## config.mk

```make
export PLATFORM = sky130hd
export DESIGN_NAME = wb_arbiter
export DESIGN_NICKNAME = d
export VERILOG_FILES = /design/src/rtl/rv32_pkg.sv /design/src/rtl/wb_fifo.sv /design/src/rtl/wb_arbiter.sv
export SDC_FILE = /design/constraint.sdc
export NUM_CORES = 1
export LEC_CHECK = 0
export CAP_MARGIN = 20
export CORE_ASPECT_RATIO = 2
export CORE_MARGIN = 2
export CORE_UTILIZATION = 51
export DETAILED_ROUTE_END_ITERATION = 10
export PLACE_DENSITY = 0.81
export SYNTH_ARGS = -nofsm -noshare
export SYNTH_HDL_FRONTEND = slang
export SYNTH_HIERARCHICAL = 1
export SYNTH_SLANG_ARGS = --single-unit
```

## constraint.sdc

```tcl
create_clock -name clk -period 4.6 [get_ports clk]
set_input_delay 0.69 -clock clk [delete_from_list [all_inputs] [get_ports clk]]
set_output_delay 0.69 -clock clk [all_outputs]
set_load 0.05 [all_outputs]
```

## src/rtl/rv32_pkg.sv

```systemverilog
// Shared RV32 writeback types: register index and the queued result record.
package rv32_pkg;

   localparam int XLEN = 32;

   typedef logic [4:0] reg_idx_t;

   typedef struct packed {
      reg_idx_t          rd;
      logic [XLEN-1:0]   data;
   } wb_req_t;

endpackage

```

## src/rtl/wb_fifo.sv

```systemverilog
// In-order result queue; push and pop may coincide, even when full.
module wb_fifo
   import rv32_pkg::*;
#(
   parameter int DEPTH = 2
) (
   input  logic                   clk,
   input  logic                   rst,
   input  logic                   push,
   input  logic                   pop,
   input  wb_req_t                din,
   output logic                   full,
   output logic                   empty,
   output logic [$clog2(DEPTH):0] count,
   output wb_req_t                head
);

   localparam int PW = $clog2(DEPTH);
   localparam int CW = PW + 1;
   localparam logic [CW-1:0] DEPTH_C = CW'(DEPTH);

   wb_req_t       mem [DEPTH];
   logic [PW-1:0] wr_ptr;
   logic [PW-1:0] rd_ptr;
   logic          do_push;
   logic          do_pop;

   assign empty   = (count == '0);
   assign full    = (count == DEPTH_C);
   assign do_pop  = pop && !empty;
   assign do_push = push && (!full || do_pop);
   assign head    = mem[rd_ptr];

   always_ff @(posedge clk) begin
      if (rst) begin
         wr_ptr <= '0;
         rd_ptr <= '0;
         count  <= '0;
      end else begin
         if (do_push) wr_ptr <= wr_ptr + 1'b1;
         if (do_pop)  rd_ptr <= rd_ptr + 1'b1;
         count <= count + CW'(do_push) - CW'(do_pop);
      end
   end

   // Storage carries no reset; count alone defines which entries are live.
   always_ff @(posedge clk) begin
      if (do_push) mem[wr_ptr] <= din;
   end

endmodule

```

## src/rtl/wb_arbiter.sv

```systemverilog
// Register-file writeback arbiter: load > queued ALU > bypassed ALU, plus
// the per-register busy scoreboard used by the hazard logic.
module wb_arbiter #(
   parameter int XLEN  = rv32_pkg::XLEN,
   parameter int DEPTH = 2
) (
   input  logic            clk,
   input  logic            rst,
   input  logic            iss_valid,
   input  logic [4:0]      iss_rd,
   output logic [31:0]     busy,
   input  logic            alu_valid,
   output logic            alu_ready,
   input  logic [4:0]      alu_rd,
   input  logic [XLEN-1:0] alu_data,
   input  logic            ld_valid,
   input  logic [4:0]      ld_rd,
   input  logic [XLEN-1:0] ld_data,
   output logic            w_en,
   output logic [4:0]      w_rd,
   output logic [XLEN-1:0] w_data
);

   localparam int CW = $clog2(DEPTH) + 1;

   rv32_pkg::wb_req_t head;
   rv32_pkg::wb_req_t alu_req;
   logic              push;
   logic              pop;
   logic              full;
   logic              empty;
   logic [CW-1:0]     count;
   logic              alu_live;
   logic              ld_live;
   logic              sel_en;
   logic [4:0]        sel_rd;
   logic [XLEN-1:0]   sel_data;
   logic [31:0]       busy_nxt;

   assign alu_ready = !rst && !full;
   // x0 results are consumed here and never compete for the write port.
   assign alu_live  = alu_valid && alu_ready && (alu_rd != 5'd0);
   assign ld_live   = ld_valid && (ld_rd != 5'd0);
   assign alu_req   = '{rd: alu_rd, data: alu_data};

   wb_fifo #(.DEPTH(DEPTH)) u_fifo (
      .clk   (clk),
      .rst   (rst),
      .push  (push),
      .pop   (pop),
      .din   (alu_req),
      .full  (full),
      .empty (empty),
      .count (count),
      .head  (head)
   );

   always_comb begin
      sel_en   = 1'b0;
      sel_rd   = w_rd;
      sel_data = w_data;
      pop      = 1'b0;
      if (ld_live) begin
         sel_en   = 1'b1;
         sel_rd   = ld_rd;
         sel_data = ld_data;
      end else if (!empty) begin
         pop      = 1'b1;
         sel_en   = 1'b1;
         sel_rd   = head.rd;
         sel_data = head.data;
      end else if (alu_live) begin
         sel_en   = 1'b1;
         sel_rd   = alu_rd;
         sel_data = alu_data;
      end
      push = alu_live && (ld_live || !empty);
   end

   always_comb begin
      busy_nxt = busy;
      if (w_en) busy_nxt[w_rd] = 1'b0;
      if (iss_valid && (iss_rd != 5'd0)) busy_nxt[iss_rd] = 1'b1;
      busy_nxt[0] = 1'b0;
   end

   // Output register stage: write port and scoreboard update together.
   always_ff @(posedge clk) begin
      if (rst) begin
         w_en   <= 1'b0;
         w_rd   <= '0;
         w_data <= '0;
         busy   <= '0;
      end else begin
         w_en   <= sel_en;
         w_rd   <= sel_rd;
         w_data <= sel_data;
         busy   <= busy_nxt;
      end
   end

endmodule

```

==> metrics.txt, run 1 <==
CTS tree=done; Ys Warns=6; area of the multi-input gates=0.00295 mm²; final instance area=about 0.009 mm²; syn nets=~740; FF+latch area=~0.0037 mm²; PortBufs=153; Core Area=between 0.01 and 0.015 mm²; LEAKAGE=around 0.0033 µW; setup violators final=0; Root Buffer=clkbuf_16; Sequential Power Share=42.4%; Syn Inst Count=652; Netlist Area Pre-Place=between 0.006 and 0.007 mm²; final wirelength=about 21000 µm; main area contributors after synthesis=edfxtp_1 (32%), dfxtp_1 (21%), mux2_2 (5.3%); Vias/cell=about 6.2; Post-synth ARST share=0%; # hold bufs at CTS=0; I/O pin count=155; RD Place Congestion=0.959; status=completed; max-slew violations=0; Max Buffers Root-to-Sink=2; combinational share of power=about 15%; Max Fclk=about 310 MHz; Die Area=~0.015 mm²; Worst setup EP type=flop; Syn-to-layout area delta=31.2%; Worst-Margin Slew=roughly 1100 ps; number of instances resized during post-cts repair=0; row cnt=60; post-synthesis sequential area ratio=between 50% and 60%; fin cells=950; TritonCTS Sinks=about 150; CP Class=in -> reg; power share of the clock group=a little over two fifths; layout cells sized above 1=approximately 12%; setup ws final=between 1000 and 1500 ps; vias in the first global route=slightly above 6000; Die Ht=between 150 and 200 µm; Fillers=slightly below 1000; Distinct cells, synth=46; Wirelength per Cell=approximately 22 µm; 1st-iter DRT viols=497; area leader, netlist=edfxtp_1; Power, Total=3460 µW; Pre-Repair DR Iteration Count=5; TNS Setup=0 ps; endpoints failing hold=0; grt total ovfl=0; # nets final=slightly below 900; worst clock skew=about 9.3 ps; Die Width=86.6 µm; dpl cells=between 900 and 1000; mean post-synth cell area=roughly 11 µm²; RSZ-0062 raised after global routing=false; Tot GR Track Use=between 20% and 30%; Sw Pwr=between 900 and 1000 µW; post-route ant nets=0; Initial Util=52.1%; main flop type after synthesis=edfxtp_1; worst min-delay path category=reg -> reg; vias=just under 6000; setup bufs post-CTS=0; fin crit period=about 3300 ps; Clock Latency Late Sink=420 ps; max cap viols=0; Post-DP Area=0.00850 mm²; Place WS=~970 ps; Inserted Diodes=0; critical path arrival=3380 ps; Int Power=around 2500 µW; TritonCTS Buffers=17; post-synth top area share=about a third; DRC=0; switching share of power=a little over a quarter; number of H-tree levels=4; crit start category=input port; antenna violations before repair=0; largest net degree at the start of global routing=77; first-pass GRT wire length=30900 µm; CP max FO=33; Reg clk slew, reported paths=about 60 ps; Required @ worst endpoint=roughly 4700 ps; worst rel slew slack=around a quarter; synthesized flop and latch total=roughly 150; Peak supply drop=roughly 0.32 mV; cell area power density=378 mW/mm²; fin crit share=a little over two thirds; final HPWL from detailed placement=about 14000 µm; Post-synth EDFFs=74
==> per-stage QoR <==
step | utilization, % | hold WS (ps)
floorplan | - | 472
global placement | 63.4 | 454
detailed placement | 63.6 | 458
CTS | 68.3 | 471
global route | 68.3 | 494
finish | 68.3 | 469
==> sequential cells by signal, indices dropped and copies added, names as in the netlist, named ones only <==
name	count
busy	31
u_fifo/count	2
u_fifo/mem	74
u_fifo/rd_ptr	1
u_fifo/wr_ptr	1
w_data	32
w_en	1
w_rd	5
==> synthesized netlist by cell type, drive strengths merged, types with 5 or more instances <==
| cell type | instances |
|---|---|
| nor2b | 35 |
| nor3b | 5 |
| nor2 | 16 |
| a21o | 6 |
| dfxtp | 74 |
| nand3 | 66 |
| a21oi | 67 |
| nand3b | 5 |
| mux2i | 37 |
| clkbuf | 34 |
| mux2 | 39 |
| nor4b | 5 |
| o21ai | 71 |
| nand2 | 42 |
| edfxtp | 74 |
| buf | 17 |
| o211ai | 33 |
==> worst max-delay path, stage by stage <==
cell,delay (ps)
clkdlybuf4s50_1,510
or3_1,400
buf_4,240
o21a_1,260
nor2_1,310
o21ai_2,180
nor2_4,510
buf_12,250
==> layout make-up <==
class	instances	share of cell area, %
tap	155	2.12
inverter	2	0.0822
timing repair buffer	163	18.0
sequential	148	40.6
multi-input combinational	450	32.3
clock buffer	17	4.66
clock inverter	15	2.22
==> cell families (layout without fill, tap and decap cells) <==
logic type                 count (synthesis)  after routing  synth area share (%)
and+or+nand+nor                          190            190                  14.5
AOI/OAI and AO/OA                        180            180                  14.9
DFF                                      148            148                  53.2
muxes                                     76             76                  11.7
buffers and inverters                     54            197                  5.29
xor gates and xnor gates                   2              2                 0.252
adders and majority gates                  1              1                 0.180
other                                      1              1                0.0539
==> final timing paths <==
kind                                                 start  slack (ps)                          end  depth (start not counted)
worst min-delay path               w_data[10]$_SDFFE_PP0P_         470      w_data[10]$_SDFFE_PP0P_                          2
worst max-delay path                              ld_rd[1]        1340  u_fifo/mem[0][14]$_DFFE_PP_                          8
worst min register to register     w_data[10]$_SDFFE_PP0P_         470      w_data[10]$_SDFFE_PP0P_                          2
worst max register to register  u_fifo/count[0]$_SDFF_PP0_        1740   u_fifo/count[1]$_SDFF_PP0_                         10
==> cell usage in the layout, fill, tap and decap left out, types with 3 or more instances in the layout <==
cell	n
dfxtp_1	73
mux2_1	5
clkdlybuf4s50_1	152
o211ai_1	31
nor2_4	3
bufinv_16	4
nand3_1	66
nor4b_1	5
nand2_1	42
clkinvlp_4	4
o21ai_0	61
a21oi_1	64
inv_6	4
nand3b_1	5
buf_4	7
o21ai_1	8
mux2_2	33
nor3b_1	5
a21o_1	6
mux2i_1	37
edfxtp_1	74
nor2_1	13
clkbuf_16	17
and3b_1	3
nor2b_1	35
==> power groups by stage <==
stage / sequential, µW / clock, µW / combinational [µW]
after CTS: 1470 / 1480 / 517
after detailed placement: 1490 / 0 / 513
final: 1470 / 1470 / 520
after global placement: 1490 / 0 / 500
after global routing: 1470 / 1540 / 544
after floorplan: 1600 / 0 / 193
==> layer usage <==
layer	share of wire (%)	track usage [%]	wire, µm
met1	33	26.8	6790
met2	54	50.4	11200
met3	7.1	6.47	1470
met4	6.4	19.4	1330
met5	0	0	0
Note: power is estimated with default switching activity, not from simulation.
==> run 2: changes to the inputs <==
--- a/config.mk
+++ b/config.mk
@@ -8,9 +8,9 @@
 export CAP_MARGIN = 20
 export CORE_ASPECT_RATIO = 2
 export CORE_MARGIN = 2
-export CORE_UTILIZATION = 51
+export CORE_UTILIZATION = 46
 export DETAILED_ROUTE_END_ITERATION = 10
-export PLACE_DENSITY = 0.81
+export PLACE_DENSITY = 0.77
 export SYNTH_ARGS = -nofsm -noshare
 export SYNTH_HDL_FRONTEND = slang
 export SYNTH_HIERARCHICAL = 1
==> constraint.sdc (replaced) <==
create_clock -name clk -period 2.6 [get_ports clk]
set_input_delay 0.39 -clock clk [delete_from_list [all_inputs] [get_ports clk]]
set_output_delay 0.39 -clock clk [all_outputs]
set_load 0.05 [all_outputs]
==> metrics.txt, run 2 (synthesized netlist as in run 1, its figures left out) <==
status=completed; CTS tree=done; critical path arrival=between 1500 and 2000 ps; Initial Util=a little under half; Tot GR Track Use=25.0%; Max Buffers Root-to-Sink=2; CP max FO=10; Worst path top cell family by delay=buffers and inverters; LEAKAGE=between 0.003 and 0.004 µW; DRC=0; post-route ant nets=0; final HPWL from detailed placement=14300 µm; Reg clk slew, reported paths=approximately 60 ps; final wirelength=~21000 µm; Die Area=about 0.016 mm²; Wirelength per Cell=~20 µm; Critical path origin=w_rd[2]$_SDFFE_PP0P_; row cnt=63; hold slack=about 460 ps; setup bufs post-CTS=0; Max Fclk=roughly 440 MHz; Die Ht=178 µm; Top Registers=u_fifo/mem x74, w_data x32, busy x31; max cap viols=0; Vias/cell=approximately 5.9; Place WS=-48.5 ps; Required @ worst endpoint=between 2000 and 2500 ps; worst min-delay path category=reg -> reg; vias in the first global route=6373; Reg-to-Reg End=w_data[21]$_SDFFE_PP0P_; Reg2Reg Depth=6; # nets final=about 890; number of H-tree levels=4; vias=between 5000 and 6000; TritonCTS Sinks=~150; Peak supply drop=between 0.5 and 0.6 mV; critical-path cell list=clkdlybuf4s50_1; Worst-Margin Slew=1100 ps; most frequent cells in the layout=clkdlybuf4s50_1 (151), edfxtp_1 (74), dfxtp_1 (73); cell area power density=approximately 630 mW/mm²; Worst path depth=1; Biggest register=u_fifo/mem; TNS Setup=0 ps; CP endpoint=w_rd[2]; worst clock skew=roughly 11 ps; 1st-iter DRT viols=just over 500; Clock Latency Late Sink=420 ps; # hold bufs at CTS=0; first-pass GRT wire length=between 30000 and 40000 µm; reg2reg start=u_fifo/count[1]$_SDFF_PP0_; antenna violations before repair=1; CP Class=reg -> out; Root Buffer=clkbuf_16; grt total ovfl=0; worst rel slew slack=a little over a quarter; layout cells sized above 1=around 15%; fin crit share=roughly 87%; Pre-Repair DR Iteration Count=7; setup ws final=about 330 ps; Die Width=91.0 µm; number of instances resized during post-cts repair=0; Core Area=about 0.015 mm²; slowest cell delay on critical path=between 800 and 900 ps; most common cell after layout, fill and taps aside=clkdlybuf4s50_1; max-slew violations=0; fin crit period=around 2300 ps; Syn-to-layout area delta=34.4%; PortBufs=roughly 150; crit start category=flop; setup violators final=0; endpoints failing hold=0; R2R Setup Slk=340 ps; number of flip-flops under the largest register name=between 70 and 80; largest net degree at the start of global routing=just under 80; I/O pin count=155; Worst setup EP type=output port; TritonCTS Buffers=17; WP buf/inv=1; RSZ-0062 raised after global routing=false; crit path max-delay cell type=clkdlybuf4s50_1; RD Place Congestion=0.899
## run 2: cell count changes in the layout (fill, tap and decap cells not counted), sizes merged
cell           previous run  this run
clkinvlp                  4         1
buf                      11        36
clkbuf                   17        21
diode                     0         1
clkinv                    3         4
inv                       6         8
bufinv                    4         0
clkdlybuf4s50           152       151
## run 2: cell type report
cell class / count / area [µm²]
Antenna cell: 1 / 2.50
Clock buffer: 21 / 493
Clock inverter: 11 / 86.3
Fill cell: 1192 / 5470
Inverter: 2 / 7.51
Multi-Input combinational cell: 450 / 2960
Sequential cell: 148 / 3700
Tap cell: 195 / 244
Timing Repair Buffer: 187 / 1850
## run 2: stage by stage
| stage | util, % | power, µW | cells | area (µm²) |
|---|---|---|---|---|
| global route | 63.1 | 6080 | 1015 | 9350 |
| detailed placement | 59.2 | 3580 | 982 | 8770 |
| finish | 63.1 | 5910 | 1015 | 9350 |
| global placement | 59.2 | 3550 | 982 | 8770 |
| floorplan | - | 3170 | 652 | 6990 |
| CTS | 63.1 | 5920 | 1014 | 9350 |
## run 2: worst min path at each step
stage,start,endpoint,cells after the start
global placement,w_data[1]$_SDFFE_PP0P_,w_data[1]$_SDFFE_PP0P_,2
floorplan,rst,u_fifo/count[0]$_SDFF_PP0_,1
CTS,w_data[2]$_SDFFE_PP0P_,w_data[2]$_SDFFE_PP0P_,2
global route,w_data[2]$_SDFFE_PP0P_,w_data[2]$_SDFFE_PP0P_,2
finish,w_data[2]$_SDFFE_PP0P_,w_data[2]$_SDFFE_PP0P_,2
detailed placement,w_data[2]$_SDFFE_PP0P_,w_data[2]$_SDFFE_PP0P_,2
## run 2: metal layers
layer | share of wire (%) | wire [µm] | track usage (%)
met3 | 7.3 | 1510 | 7.47
met1 | 32 | 6640 | 21.9
met5 | 0 | 0 | 0
met2 | 55 | 11400 | 48.0
met4 | 5.1 | 1050 | 16.4
## run 2: worst reg2reg max path: stages, from the launching register on
cell and delay (ps):
dfxtp_1 490, nor2_4 80, nor3b_1 170, buf_4 140, a21oi_4 840, o211ai_1 250
a21oi_1 210
## run 2: power breakdown
part | internal [µW] | switching (µW)
Combinational | 378 | 564
Sequential | 2540 | 56.7
Clock | 1380 | 995
